===== src/rtl/mips_multicycle_control_if.sv =====
// ----------------------------------------------------------------------------
// mips_multicycle_control_if
// Control bundle between the multicycle MIPS control FSM and its datapath.
//   slave  : the control FSM (consumes opcode/mem_ready, drives enables)
//   master : the datapath / testbench side
// Signals:
//   opcode        IR[31:26], stable from DECODE until the next FETCH
//   mem_ready     memory completed the current read or write this cycle
//   pc_write, pc_write_cond, i_or_d, mem_read, mem_write, ir_write,
//   mem_to_reg, reg_dst, reg_write, alu_src_a, alu_src_b, alu_op, pc_source
//                 datapath control enables and mux selects
//   state         current FSM state, for debug
//   err_illegal_opcode  one-cycle pulse on an unsupported opcode
//   retired_count completed-instruction counter, COUNT_W bits, wraps
// ----------------------------------------------------------------------------
interface mips_multicycle_control_if #(
  parameter int COUNT_W = 16
);
  logic [5:0]         opcode;
  logic               mem_ready;
  logic               pc_write;
  logic               pc_write_cond;
  logic               i_or_d;
  logic               mem_read;
  logic               mem_write;
  logic               ir_write;
  logic               mem_to_reg;
  logic               reg_dst;
  logic               reg_write;
  logic               alu_src_a;
  logic [1:0]         alu_src_b;
  logic [1:0]         alu_op;
  logic [1:0]         pc_source;
  logic [3:0]         state;
  logic               err_illegal_opcode;
  logic [COUNT_W-1:0] retired_count;

  modport slave (
    input  opcode, mem_ready,
    output pc_write, pc_write_cond, i_or_d, mem_read, mem_write, ir_write,
           mem_to_reg, reg_dst, reg_write, alu_src_a, alu_src_b, alu_op,
           pc_source, state, err_illegal_opcode, retired_count
  );

  modport master (
    output opcode, mem_ready,
    input  pc_write, pc_write_cond, i_or_d, mem_read, mem_write, ir_write,
           mem_to_reg, reg_dst, reg_write, alu_src_a, alu_src_b, alu_op,
           pc_source, state, err_illegal_opcode, retired_count
  );
endinterface


===== src/rtl/mips_multicycle_control.sv =====
// ----------------------------------------------------------------------------
// mips_multicycle_control
// Main control FSM of the multicycle MIPS datapath. Sequences fetch, decode,
// execute, memory and writeback for R-type, lw, sw, beq, j and addi, stalls
// memory states on mem_ready, traps illegal opcodes and counts retirements.
// Ports:
//   clk    rising-edge system clock
//   reset  synchronous, active-high
//   bus    control bundle (slave side), see mips_multicycle_control_if
// All bus outputs except retired_count are decoded combinationally from the
// state register; mem_ready gates ir_write/pc_write in FETCH.
// ----------------------------------------------------------------------------
module mips_multicycle_control #(
  parameter int COUNT_W = 16
) (
  input  logic                      clk,
  input  logic                      reset,
  mips_multicycle_control_if.slave  bus
);

  typedef enum logic [3:0] {
    S_FETCH     = 4'd0,
    S_DECODE    = 4'd1,
    S_MEM_ADDR  = 4'd2,
    S_MEM_READ  = 4'd3,
    S_MEM_WB    = 4'd4,
    S_MEM_WRITE = 4'd5,
    S_EXEC      = 4'd6,
    S_ALU_WB    = 4'd7,
    S_BRANCH    = 4'd8,
    S_JUMP      = 4'd9,
    S_ADDI_EXEC = 4'd10,
    S_ADDI_WB   = 4'd11,
    S_TRAP      = 4'd12
  } state_t;

  localparam logic [5:0] OP_R    = 6'b000000;
  localparam logic [5:0] OP_LW   = 6'b100011;
  localparam logic [5:0] OP_SW   = 6'b101011;
  localparam logic [5:0] OP_BEQ  = 6'b000100;
  localparam logic [5:0] OP_J    = 6'b000010;
  localparam logic [5:0] OP_ADDI = 6'b001000;

  state_t             r_state;
  state_t             w_next;
  logic               w_retire;
  logic [COUNT_W-1:0] r_retired;

  // Next-state logic.
  // NOTE: every always_comb output gets a default first so no path can infer a latch.
  always_comb begin
    w_next = S_FETCH;
    unique case (r_state)
      S_FETCH:     w_next = bus.mem_ready ? S_DECODE : S_FETCH;
      S_DECODE: begin
        case (bus.opcode)
          OP_LW, OP_SW: w_next = S_MEM_ADDR;
          OP_R:         w_next = S_EXEC;
          OP_BEQ:       w_next = S_BRANCH;
          OP_J:         w_next = S_JUMP;
          OP_ADDI:      w_next = S_ADDI_EXEC;
          default:      w_next = S_TRAP;
        endcase
      end
      // Only lw/sw reach here; anything other than lw is treated as sw.
      S_MEM_ADDR:  w_next = (bus.opcode == OP_LW) ? S_MEM_READ : S_MEM_WRITE;
      S_MEM_READ:  w_next = bus.mem_ready ? S_MEM_WB : S_MEM_READ;
      S_MEM_WRITE: w_next = bus.mem_ready ? S_FETCH : S_MEM_WRITE;
      S_EXEC:      w_next = S_ALU_WB;
      S_ADDI_EXEC: w_next = S_ADDI_WB;
      default:     w_next = S_FETCH;
    endcase
  end

  // An instruction retires when a completing state hands back to FETCH;
  // the FETCH check matters for MEM_WRITE, which may stall in place.
  always_comb begin
    w_retire = 1'b0;
    if (w_next == S_FETCH) begin
      case (r_state)
        S_MEM_WB, S_MEM_WRITE, S_ALU_WB,
        S_BRANCH, S_JUMP, S_ADDI_WB: w_retire = 1'b1;
        default:                     w_retire = 1'b0;
      endcase
    end
  end

  // NOTE: sequential state uses non-blocking assignments so all registers update together.
  always_ff @(posedge clk) begin
    // NOTE: reset is synchronous and only the state and counter need it; outputs follow state.
    if (reset) begin
      r_state   <= S_FETCH;
      r_retired <= '0;
    end else begin
      r_state <= w_next;
      if (w_retire) r_retired <= r_retired + 1'b1;
    end
  end

  // Output decode from state; unlisted outputs stay 0.
  always_comb begin
    bus.pc_write           = 1'b0;
    bus.pc_write_cond      = 1'b0;
    bus.i_or_d             = 1'b0;
    bus.mem_read           = 1'b0;
    bus.mem_write          = 1'b0;
    bus.ir_write           = 1'b0;
    bus.mem_to_reg         = 1'b0;
    bus.reg_dst            = 1'b0;
    bus.reg_write          = 1'b0;
    bus.alu_src_a          = 1'b0;
    bus.alu_src_b          = 2'b00;
    bus.alu_op             = 2'b00;
    bus.pc_source          = 2'b00;
    bus.err_illegal_opcode = 1'b0;
    case (r_state)
      S_FETCH: begin
        bus.mem_read  = 1'b1;
        bus.alu_src_b = 2'b01;
        // IR and PC only load once the instruction word is actually back.
        bus.ir_write  = bus.mem_ready;
        bus.pc_write  = bus.mem_ready;
      end
      S_DECODE:    bus.alu_src_b = 2'b11;
      S_MEM_ADDR: begin
        bus.alu_src_a = 1'b1;
        bus.alu_src_b = 2'b10;
      end
      S_MEM_READ: begin
        bus.mem_read = 1'b1;
        bus.i_or_d   = 1'b1;
      end
      S_MEM_WB: begin
        bus.reg_write  = 1'b1;
        bus.mem_to_reg = 1'b1;
      end
      S_MEM_WRITE: begin
        bus.mem_write = 1'b1;
        bus.i_or_d    = 1'b1;
      end
      S_EXEC: begin
        bus.alu_src_a = 1'b1;
        bus.alu_op    = 2'b10;
      end
      S_ALU_WB: begin
        bus.reg_write = 1'b1;
        bus.reg_dst   = 1'b1;
      end
      S_BRANCH: begin
        bus.alu_src_a     = 1'b1;
        bus.alu_op        = 2'b01;
        bus.pc_write_cond = 1'b1;
        bus.pc_source     = 2'b01;
      end
      S_JUMP: begin
        bus.pc_write  = 1'b1;
        bus.pc_source = 2'b10;
      end
      S_ADDI_EXEC: begin
        bus.alu_src_a = 1'b1;
        bus.alu_src_b = 2'b10;
      end
      S_ADDI_WB:   bus.reg_write = 1'b1;
      S_TRAP:      bus.err_illegal_opcode = 1'b1;
      default: ;
    endcase
  end

  assign bus.state         = r_state;
  assign bus.retired_count = r_retired;

endmodule


===== src/flat_wrapper.sv =====
// flat-port wrapper written by rule: the top's interface ports become plain ports
module mips_multicycle_control_flat 
#(
  parameter int COUNT_W = 16
)
  (clk, reset, bus_opcode, bus_mem_ready, bus_pc_write, bus_pc_write_cond, bus_i_or_d, bus_mem_read, bus_mem_write, bus_ir_write, bus_mem_to_reg, bus_reg_dst, bus_reg_write, bus_alu_src_a, bus_alu_src_b, bus_alu_op, bus_pc_source, bus_state, bus_err_illegal_opcode, bus_retired_count);
  mips_multicycle_control_if #(.COUNT_W(COUNT_W)) bus_i ();
  input  logic clk;
  input  logic reset;
  input wire logic [$bits(bus_i.opcode)-1:0] bus_opcode;
  input wire logic [$bits(bus_i.mem_ready)-1:0] bus_mem_ready;
  output wire logic [$bits(bus_i.pc_write)-1:0] bus_pc_write;
  output wire logic [$bits(bus_i.pc_write_cond)-1:0] bus_pc_write_cond;
  output wire logic [$bits(bus_i.i_or_d)-1:0] bus_i_or_d;
  output wire logic [$bits(bus_i.mem_read)-1:0] bus_mem_read;
  output wire logic [$bits(bus_i.mem_write)-1:0] bus_mem_write;
  output wire logic [$bits(bus_i.ir_write)-1:0] bus_ir_write;
  output wire logic [$bits(bus_i.mem_to_reg)-1:0] bus_mem_to_reg;
  output wire logic [$bits(bus_i.reg_dst)-1:0] bus_reg_dst;
  output wire logic [$bits(bus_i.reg_write)-1:0] bus_reg_write;
  output wire logic [$bits(bus_i.alu_src_a)-1:0] bus_alu_src_a;
  output wire logic [$bits(bus_i.alu_src_b)-1:0] bus_alu_src_b;
  output wire logic [$bits(bus_i.alu_op)-1:0] bus_alu_op;
  output wire logic [$bits(bus_i.pc_source)-1:0] bus_pc_source;
  output wire logic [$bits(bus_i.state)-1:0] bus_state;
  output wire logic [$bits(bus_i.err_illegal_opcode)-1:0] bus_err_illegal_opcode;
  output wire logic [$bits(bus_i.retired_count)-1:0] bus_retired_count;
  assign bus_i.opcode = bus_opcode;
  assign bus_i.mem_ready = bus_mem_ready;
  assign bus_pc_write = bus_i.pc_write;
  assign bus_pc_write_cond = bus_i.pc_write_cond;
  assign bus_i_or_d = bus_i.i_or_d;
  assign bus_mem_read = bus_i.mem_read;
  assign bus_mem_write = bus_i.mem_write;
  assign bus_ir_write = bus_i.ir_write;
  assign bus_mem_to_reg = bus_i.mem_to_reg;
  assign bus_reg_dst = bus_i.reg_dst;
  assign bus_reg_write = bus_i.reg_write;
  assign bus_alu_src_a = bus_i.alu_src_a;
  assign bus_alu_src_b = bus_i.alu_src_b;
  assign bus_alu_op = bus_i.alu_op;
  assign bus_pc_source = bus_i.pc_source;
  assign bus_state = bus_i.state;
  assign bus_err_illegal_opcode = bus_i.err_illegal_opcode;
  assign bus_retired_count = bus_i.retired_count;
  mips_multicycle_control #(.COUNT_W(COUNT_W)) u_core (.clk(clk), .reset(reset), .bus(bus_i));
endmodule

===== config.mk =====
export PLATFORM = sky130hd
export DESIGN_NAME = mips_multicycle_control_flat
export DESIGN_NICKNAME = d
export VERILOG_FILES = /design/src/rtl/mips_multicycle_control_if.sv /design/src/rtl/mips_multicycle_control.sv /design/src/flat_wrapper.sv
export SDC_FILE = /design/constraint.sdc
export NUM_CORES = 1
export LEC_CHECK = 0
export BUFFER_PORTS_ARGS = -buffer_cell sky130_fd_sc_hd__buf_2
export CAP_MARGIN = 20
export CORE_MARGIN = 1
export CORE_UTILIZATION = 30
export CTS_CLUSTER_DIAMETER = 150
export DETAILED_ROUTE_END_ITERATION = 12
export SLEW_MARGIN = 20
export SYNTH_ARGS = -nofsm -noshare
export SYNTH_HDL_FRONTEND = slang
export SYNTH_SLANG_ARGS = --single-unit

===== constraint.sdc =====
create_clock -name clk -period 2.7 [get_ports clk]
set_input_delay 0.54 -clock clk [delete_from_list [all_inputs] [get_ports clk]]
set_output_delay 0.54 -clock clk [all_outputs]
set_load 0.005 [all_outputs]

Yosys cells after proc, flatten, opt, wreduce, memory -nomap -nowiden
Index checks and enable logic that the tools add are counted.
{ "word_totals": {"register_bits": 20, "input_bits": 9, "out_inout_bits": 37, "word_cells": 52} }
{ "classes": {"addsub": 1, "n_eq_ne": 17, "mux": 22, "n_reduce_logical": 10} }
{ "op_table": {"columns": ["operator", "n"], "rows": [
  ["4-bit one-hot mux with 7 select lines", 1],
  ["4-bit == test (second input constant)", 5],
  ["4-bit one-hot mux with 5 select lines", 1],
  ["16-bit by 1-bit adder with 16-bit output (second input constant)", 1],
  ["4-bit by 3-bit == test with 1-bit output (second input constant)", 4],
  ["1-bit 2-to-1 mux", 13],
  ["6-bit == test (second input constant)", 2],
  ["3-bit 2-to-1 mux", 3],
  ["4-bit by 2-bit == test with 1-bit output (second input constant)", 2],
  ["4-bit zero test", 2],
  ["2-bit one-hot mux with 2 select lines", 2],
  ["2-bit OR reduction", 4],
  ["6-bit by 2-bit == test with 1-bit output (second input constant)", 1],
  ["6-bit by 3-bit == test with 1-bit output (second input constant)", 1],
  ["6-bit by 4-bit == test with 1-bit output (second input constant)", 1],
  ["6-bit zero test", 1],
  ["2-bit one-hot mux with 3 select lines", 1],
  ["6-bit OR reduction", 1],
  ["4-bit by 1-bit == test with 1-bit output (second input constant)", 1],
  ["4-bit OR reduction", 1],
  ["3-bit OR reduction", 1],
  ["1-bit one-hot mux with 2 select lines", 1]
]} }

Depth between registers and ports, before layout
Gate-level depths: netlist (run 1).
{ "logic_depth": {"ltp_word": 6, "depth_mapped": 7, "depth_no_buf": 4} }

Worst setup path after synthesis (run 1)
OpenSTA, ideal clock, no wires.
{ "synth_timing": {"path_kind": "register to register", "startpoint": "register u_core.r_state[1] (netlist: u_core.bus.state[1])", "endpoint": "register u_core.r_retired[13] (netlist: u_core.bus.retired_count[13])", "setup_ns": 0.071, "arrival_ns": 1.901, "required_ns": 2.629, "slack_ns": 0.729, "stages_incl_launch_ff": 7, "path_buffers": 2, "period_less_slack_ns": 1.971, "cell_sequence": "dfxtp_1 nor2b_1 buf_6 or4_4 buf_6 or4_1 a21oi_1"} }
{ "synth_between": {"elab_chain_cells": 4, "word_cells_on_any_way": 17, "classes_between": "eq/ne (11); mux (3); reduce/logical (3)"} }
{ "synth_rtl": {"columns": ["element", "line_no", "text"], "rows": [
  ["start: declaration", "mips_multicycle_control.sv:44", "state_t r_state;"],
  ["start signal: assignment", "mips_multicycle_control.sv:95", "r_state <= w_next;"],
  ["4-bit == test (tied with other cells)", "mips_multicycle_control.sv:53", "unique case (r_state)"],
  ["4-bit one-hot mux with 7 select lines / 6-bit OR reduction (equally long branches)", "mips_multicycle_control.sv:53, mips_multicycle_control.sv:80", null],
  ["4-bit zero test / 1-bit 2-to-1 mux (equally long branches)", "mips_multicycle_control.sv:79, mips_multicycle_control.sv:80", null],
  ["1-bit 2-to-1 mux *", "mips_multicycle_control.sv:79", "if (w_next == S_FETCH) begin"],
  ["end signal: assignment", "mips_multicycle_control.sv:96", "if (w_retire) r_retired <= r_retired + 1'b1;"],
  ["end: declaration", "mips_multicycle_control.sv:47", "logic [COUNT_W-1:0] r_retired;"]
]} }
Mark *: on every way between the ends. The rest lies on a longest branch, timed or not.
A chain may end at the register's enable or synchronous reset.

Final worst setup path (run 1)
{ "layout_timing": {"startpoint": "register u_core.r_state[0] (netlist: u_core.bus.state[0])", "endpoint": "register u_core.r_retired[6] (netlist: u_core.bus.retired_count[6])"} }
Same word-level chain as after synthesis.

==> flow_summary.yaml, run 1 <==
status:
  status: "complete, no violations"
synthesis:
  ys_types: 44
  synthFlopType: "dfxtp_1"
  synth_xor_area_share_pct: 2.043
  ys_async_sr_fraction_pct: 0
  ys.warnings.count: 0
  yosys.area_share.simple_pct: 37.35
  synth-adder-area-share_pct: 0.9728
  netlist_area_um2: 1286
  ys_ff_latch: 20
  synth_compound_area_share_pct: 20.91
  synthCells: 168
  yosysSeqAreaShare_pct: 31.13
  synth_top_family_by_area: "simple AND/OR/NAND/NOR gates"
  postSynthAreaPerCell_um2: 7.656
  synth_edf_count: 0
  synth_mux_area_share_pct: 1.654
  syn-num-nets: 178
power:
  ir_worst_vdd_mv: 0.2608
  powerDensity_nw_per_um2: 403.8
  total_power_mw: 0.6346
  power_leakage_nw: 0.6381
sta:
  rsz0062_at_grt: "no"
  min_period_ns: 2.268
  max_freq_ghz: 0.4410
  setup_ws_ns: 0.4322
  slew_headroom_pct: 60.41
  drv_slew: 0
  finalCritPeriodShare_pct: 83.99
  hold_violations: 0
  setup_viol_count_final: 0
  tns_ns: 0
  tightest_slew_ns: 0.5858
  skew_ns: 0.005678
clocking:
  cts_setup_buffers: 0
  numCtsBuffers: 3
  clock-sinks: 20
  clk_latency_ns: 0.26
  path_clk_slew_ns: 0.07
  clock_path_buffers: 2
  post_cts_resized: 0
  cts_hold_buffers: 0
  cts_tree: "done"
  cts_root_buf: "clkbuf_8"
  htree_levels: 1
detailed_routing:
  wl_per_cell_um: 12.72
  routed_wl_um: 3269
  num_vias: 1399
  dr.pass1.iters: 4
  ant_nets: 0
  drt_iter0_drc: 62
  avgViaCountPerCell: 5.444
  remaining_drc_errors: 0
critical_path:
  critPathCaptureType: "flip-flop"
  cp.arrival_ns: 2.45
  crit_fanout: 27
  cp-start-kind: "flip-flop"
  crit_type: "flip-flop to flip-flop"
  worst_ep_required_time_ns: 2.89
global_route:
  grt_pass1_wl_um: 5168
  grt_max_degree: 28
  grt_pass1_vias: 1152
  antenna_found_initial: 0
  grt_util_all_layers_pct: 14.60
  grt-ovfl-total: 0
job:
  maxCapViolations: 0
die:
  die_w_um: 67.48
  core_region_area_um2: 4058
  rows: 23
  die_h_um: 67.48
  dieArea_um2: 4554
  start_util_pct: 31.70
  pin_count: 46
final_layout:
  drive_above_1_share_pct: 27.54
  syn_to_final_growth_pct: 22.18
  final_common_cell: "buf_2"
  layout_common_cells: "buf_2 (45), dfxtp_1 (20), nor2_1 (19), a21oi_1 (17)"
  diodes: 0
  fin_nets: 218
worst_hold_path:
  hold_path.class: "flip-flop to flip-flop"
placed_design:
  dp_slack_ns: 0.4800
  hpwl_um: 2382
  gp_congestion: 0.7448
  numPortBuffers: 45
cell families (layout without fill, tap and decap cells):
logic type      count (synthesis)  count (layout)
flops                          20              20
buf+inv                        13              52
mux                             2               2
fa+ha+maj                       1               1
xor+xnor                        3               3
simple gates                   85              85
compound gates                 44              44
stage by stage:
step	cell area (µm²)	utilization, %	hold WS [ns]	std cells
finish	1572	38.73	0.5025	257
global route	1572	38.73	0.5413	257
CTS	1572	38.73	0.5109	257
detailed placement	1516	37.37	0.4928	253
global placement	1516	37.37	0.4810	253
floorplan	1286	-	0.4765	168
power by group:
| group | leakage (nW) | switching (mW) | internal, mW |
|---|---|---|---|
| clock | 0.0288 | 0.0975 | 0.130 |
| sequential | 0.162 | 0.0139 | 0.300 |
| combinational | 0.448 | 0.0530 | 0.0402 |
| total | 0.638 | 0.164 | 0.470 |
final timing paths:
check / start / to / slack (ns) / cells after the start
max: u_core.bus.state[0] / u_core.bus.retired_count[6] / 0.43 / 4
min: u_core.bus.retired_count[11] / u_core.bus.retired_count[11] / 0.50 / 2
max reg2reg: u_core.bus.state[0] / u_core.bus.retired_count[6] / 0.43 / 4
min reg2reg: u_core.bus.retired_count[11] / u_core.bus.retired_count[11] / 0.50 / 2
routing by layer:
layer	global-route usage [%]	vias to the layer above	part of all wire, %
met1	19.86	634	50
met4	6.117	0	1.7
li1	-	712	-
met5	0	-	0
met2	22.65	46	42
met3	2.196	7	6.2
sequential cells by signal, indices dropped and copies added (netlist names):
| name | flops |
|---|---|
| u_core.bus.state | 4 |
| u_core.bus.retired_count | 16 |
worst max-delay path, cell delays in order (launching register included):
cell and delay (ns):
dfxtp_1 0.65, nor2b_1 0.13, or4_4 0.71, or4_1 0.54, a21oi_1 0.16
synthesized netlist by cell type (all sizes together), types with 2 or more instances:
library cell | number | area share, %
nand3 | 7 | 2.7
or3 | 5 | 2.4
clkbuf | 7 | 2.0
nor2 | 19 | 5.5
dfxtp | 20 | 31
buf | 5 | 3.6
o21ai | 10 | 3.9
or4 | 8 | 5.0
nand2b | 7 | 3.4
nand2 | 7 | 2.0
and4 | 2 | 1.4
and3 | 4 | 1.9
xor2 | 2 | 1.4
or2 | 4 | 1.9
nor2b | 3 | 1.5
nand4 | 4 | 1.9
o31ai | 8 | 4.7
nor3 | 8 | 3.1
a21oi | 17 | 6.6
layout make-up:
type	instances	area (µm²)
fillers	438	2486
multi-input cells	135	809.5
flip-flops and latches	20	400.4
repair buffers	47	240.2
well taps	50	62.56
clock buffers	4	55.05
inverters	1	3.754
Power figures use the tool's default switching activity.
==> inputs of run 2 (changes only) <==
Clock period 2.7 ns to 2.24 ns, I/O delays scaled along.
==> run 2 against run 1 <==
Net effect: register-to-register slack worse by 0.24 ns; combinational power rose by 39%; sequential share of layout area is 0.71 points lower; setup slack worse by 0.24 ns; critical endpoint is now u_core.bus.retired_count[5]; largest power group unchanged.
==> flow_summary.yaml, run 2 (synthesis results as in run 1) <==
final_layout:
  drive_above_1_share_pct: 29.58
  diodes: 0
  finish.instance_area_um2: 1617
  fin_nets: 224
  final_common_cell: "buf_2"
  syn_to_final_growth_pct: 25.68
  layout_common_cells: "buf_2 (45), dfxtp_1 (20), nor2_1 (19), a21oi_1 (17)"
  n_fill_cell: 439
  largest_reg_flops: 16
detailed_routing:
  dr.pass1.iters: 4
  avgViaCountPerCell: 5.407
  routed_wl_um: 3222
  drt_iter0_drc: 69
  wl_per_cell_um: 12.25
  ant_nets: 0
  num_vias: 1422
  remaining_drc_errors: 0
critical_path:
  critPathCaptureType: "flip-flop"
  reg2reg_to: "u_core.bus.retired_count[5]"
  worst-path-stages: 5
  crit_fanout: 15
  cp.arrival_ns: 2.23
  timing.rr.start: "u_core.bus.state[3]"
  cp-start-kind: "flip-flop"
  worst-path-buf-inv: 1
  cp_top_family: "simple AND/OR/NAND/NOR gates"
  reg2reg_slack_ns: 0.20
  cp_cell_sequence: "nor2_1 -> or4_4 -> buf_4 -> or3_1 -> a21oi_1"
  slowest_delay_ns: 0.62
  cp_slowest_cell: "or4_4"
  crit_type: "flip-flop to flip-flop"
  worst_ep_required_time_ns: 2.43
  r2r_cells: 5
clocking:
  clock_path_buffers: 2
  htree_levels: 1
  clk_latency_ns: 0.26
  cts_tree: "done"
  cts_hold_buffers: 0
  clock-sinks: 20
  numCtsBuffers: 3
  cts_root_buf: "clkbuf_8"
  path_clk_slew_ns: 0.07
  cts_setup_buffers: 0
  post_cts_resized: 0
sta:
  skew_ns: 0.003825
  max_freq_ghz: 0.4892
  tightest_slew_ns: 0.5179
  setup_viol_count_final: 0
  tns_ns: 0
  slew_headroom_pct: 65.04
  rsz0062_at_grt: "no"
  min_period_ns: 2.044
  finalCritPeriodShare_pct: 91.25
  drv_slew: 0
  hold_violations: 0
global_route:
  antenna_found_initial: 0
  grt_max_degree: 23
  grt_pass1_wl_um: 5388
  grt_util_all_layers_pct: 15.12
  grt_pass1_vias: 1218
  grt-ovfl-total: 0
worst_hold_path:
  whs_endpoint: "u_core.bus.retired_count[11]"
  min_path_cells: 2
  hp-start: "u_core.bus.retired_count[11]"
  hold_path.class: "flip-flop to flip-flop"
power:
  pwr-share-comb_pct: 16.8
  p_seq_share_pct: 48.1
  power_leakage_nw: 0.6680
  internal_power_mw: 0.5759
  p_sw_mw: 0.1970
  clkPwrFrac_pct: 35.1
  powerDensity_nw_per_um2: 478.1
  sw_frac_of_total_pct: 25.49
  ir_worst_vdd_mv: 0.2810
placed_design:
  hpwl_um: 2377
  numPortBuffers: 45
  gp_congestion: 0.7410
  place_area_um2: 1562
die:
  die_h_um: 67.48
  start_util_pct: 31.70
  die_w_um: 67.48
  core_region_area_um2: 4058
  dieArea_um2: 4554
  pin_count: 46
  rows: 23
job:
  maxCapViolations: 0
status:
  status: "complete, no violations"
-- run 2: metrics by stage --
step	hold slack [ns]	power [mW]	setup slack, ns	utilization [%]	std cells
2_1_floorplan	0.4765	0.4622	0.2689	-	168
3_3_place_gp	0.4828	0.5095	0.2787	38.48	259
3_5_place_dp	0.4909	0.5097	0.2302	38.48	259
4_1_cts	0.5005	0.7843	0.1971	39.84	263
5_1_grt	0.5421	0.8185	0.06620	39.84	263
6_report	0.4966	0.7729	0.1960	39.84	263
-- run 2: layout make-up --
type / count / area [µm²] / area share [%]
Tap cell: 50 / 62.56 / 3.870
Timing Repair Buffer: 53 / 285.3 / 17.65
Clock buffer: 4 / 55.05 / 3.406
Multi-Input combinational cell: 135 / 809.5 / 50.08
Sequential cell: 20 / 400.4 / 24.77
Inverter: 1 / 3.754 / 0.2322
-- run 2: worst reg2reg max path, delay by kind of cell (launching register included) --
| family | cells | cell delay (ns) |
|---|---|---|
| simple gates | 3 | 1.08 |
| buf+inv | 1 | 0.22 |
| compound gates | 1 | 0.14 |
| flops | 1 | 0.53 |
-- run 2: layer usage --
metal | share of wire (%) | track usage, % | up-vias | wire length (µm)
met5 | 0 | 0 | - | 0
met4 | 1.1 | 5.053 | 0 | 37
met3 | 6.7 | 2.027 | 5 | 217
met1 | 49 | 19.45 | 640 | 1582
li1 | - | - | 723 | -
met2 | 43 | 25.62 | 54 | 1385
-- run 2: worst max-delay path by stage --
stage | from | slack [ns] | to
global route | u_core.bus.state[3] | 0.07 | u_core.bus.retired_count[7]
finish | u_core.bus.state[3] | 0.20 | u_core.bus.retired_count[5]
CTS | u_core.bus.state[3] | 0.20 | u_core.bus.retired_count[7]
floorplan | u_core.bus.state[1] | 0.27 | u_core.bus.retired_count[13]
global placement | u_core.bus.state[3] | 0.28 | u_core.bus.retired_count[7]
detailed placement | u_core.bus.state[3] | 0.23 | u_core.bus.retired_count[7]
-- run 2: power groups by stage --
| stage | clock network [mW] | registers, mW | logic (mW) |
|---|---|---|---|
| final | 0.271 | 0.372 | 0.130 |
| after global routing | 0.297 | 0.374 | 0.147 |
| after CTS | 0.283 | 0.372 | 0.130 |
| after detailed placement | 0 | 0.380 | 0.130 |
| after global placement | 0 | 0.380 | 0.129 |
| after floorplan | 0 | 0.378 | 0.0839 |
==> inputs of run 3 (changes only) <==
==> constraint.sdc (replaced) <==
create_clock -name clk -period 2.24 [get_ports clk]
set_input_delay 0.448 -clock clk [delete_from_list [all_inputs] [get_ports clk]]
set_output_delay 0.448 -clock clk [all_outputs]
set_load 0.05 [all_outputs]
==> run 3 against run 2 <==
Net effect: flip-flop and latch count unchanged; combinational power grew 62%; count of clock-buffer cells in the layout down 1; register-to-register slack lost 0.02 ns; die area stayed put; sequential share of layout area fell by 0.33 points; via count fell by 2.1%; non-clock buffer count down 5.
==> flow_summary.yaml, run 3 (synthesis results as in run 1) <==
critical_path:
  crit_type: "flip-flop to primary output"
  reg2reg_to: "u_core.bus.retired_count[8]"
  reg2reg_slack_ns: 0.18
  crit_fanout: 15
  cp-start-kind: "flip-flop"
  cp.arrival_ns: 1.62
  worst_ep_required_time_ns: 1.79
  critPathCaptureType: "primary output"
  r2r_cells: 4
  timing.rr.start: "u_core.bus.state[3]"
sta:
  min_period_ns: 2.070
  tightest_slew_ns: 0.5393
  rsz0062_at_grt: "no"
  slew_headroom_pct: 63.56
  skew_ns: 0.004238
  drv_slew: 0
  setup_viol_count_final: 0
  hold_violations: 0
  max_freq_ghz: 0.4832
  finalCritPeriodShare_pct: 92.40
clocking:
  numCtsBuffers: 3
  post_cts_resized: 0
  path_clk_slew_ns: 0.07
  cts_root_buf: "clkbuf_8"
  cts_hold_buffers: 0
  cts_setup_buffers: 0
  clock-sinks: 20
  cts_tree: "done"
  htree_levels: 1
  clk_latency_ns: 0.26
  clock_path_buffers: 2
final_layout:
  final_common_cell: "buf_2"
  fin_util_pct: 40.89
  syn_to_final_growth_pct: 28.99
  fin_nets: 219
  drive_above_1_share_pct: 34.13
  regArea_um2: 405.4
  multi_input_area_um2: 868.3
  layout_common_cells: "buf_2 (45), nor2_1 (17), a21oi_1 (17), dfxtp_1 (16), o31ai_1 (8)"
  n_fill_cell: 413
  diodes: 0
  largest_reg_flops: 16
die:
  core_region_area_um2: 4058
  rows: 23
  pin_count: 46
  die_w_um: 67.48
  start_util_pct: 31.70
  die_h_um: 67.48
  dieArea_um2: 4554
detailed_routing:
  avgViaCountPerCell: 5.395
  dr.pass1.iters: 5
  ant_nets: 0
  num_vias: 1392
  remaining_drc_errors: 0
  routed_wl_um: 3250
  drt_iter0_drc: 72
  wl_per_cell_um: 12.60
global_route:
  grt_max_degree: 28
  antenna_found_initial: 0
  grt-ovfl-total: 0
  grt_pass1_vias: 1092
  grt_pass1_wl_um: 4933
  grt_util_all_layers_pct: 13.73
worst_hold_path:
  whs_endpoint: "u_core.bus.retired_count[11]"
  hold_path.class: "flip-flop to flip-flop"
  hp-start: "u_core.bus.retired_count[11]"
  min_path_cells: 2
placed_design:
  hpwl_um: 2339
  gp_congestion: 0.8126
  numPortBuffers: 45
status:
  status: "complete, no violations"
power:
  power_leakage_nw: 0.6716
  ir_worst_vdd_mv: 0.3347
  powerDensity_nw_per_um2: 568.9
  total_power_mw: 0.9439
job:
  maxCapViolations: 0
## run 3: final cells by class
cell class	count	share of cell area [%]
Multi-Input combinational cell	135	52.34
Timing Repair Buffer	48	14.93
Tap cell	50	3.771
Clock buffer	3	2.489
Clock inverter	1	1.810
Sequential cell	20	24.43
Inverter	1	0.2262
## run 3: stage by stage
| stage | hold WS [ns] | std cells | area [µm²] | TNS [ns] | setup WS (ns) |
|---|---|---|---|---|---|
| final | 0.5099 | 258 | 1659 | 0 | 0.1703 |
| after global routing | 0.5284 | 258 | 1659 | 0 | 0.06548 |
| after CTS | 0.5058 | 258 | 1659 | 0 | 0.1544 |
| after detailed placement | 0.4958 | 254 | 1588 | 0 | 0.2046 |
| after global placement | 0.4909 | 254 | 1588 | 0 | 0.2354 |
| after floorplan | 0.6637 | 168 | 1355 | -0.06186 | -0.06186 |
## run 3: power breakdown
part           internal (mW)  switching (mW)
sequential             0.362          0.0116
combinational         0.0556           0.155
clock                  0.238           0.121
## run 3: worst max-delay path, cell delays in order, from the launching register on
cell	delay, ns
dfxtp_2	0.36
buf_4	0.24
and2b_1	0.26
o32ai_2	0.21
buf_2	0.30
## run 3: how the worst max path moves through the flow
stage                   startpoint                            to  slack (ns)  depth (start not counted)
2_1_floorplan  u_core.bus.state[1]                 bus_alu_src_a       -0.06                          3
3_3_place_gp   u_core.bus.state[3]  u_core.bus.retired_count[11]        0.24                          4
3_5_place_dp   u_core.bus.state[3]  u_core.bus.retired_count[14]        0.20                          4
4_1_cts        u_core.bus.state[1]                 bus_reg_write        0.15                          4
5_1_grt        u_core.bus.state[3]   u_core.bus.retired_count[8]        0.07                          4
6_report       u_core.bus.state[1]                 bus_reg_write        0.17                          4
## run 3: layer usage
layer,track usage (%),vias up,share of wire [%]
met5,0,-,0
met4,1.596,0,0.37
met3,3.041,2,3.8
met2,20.54,24,44
met1,20.28,656,52
li1,-,710,-
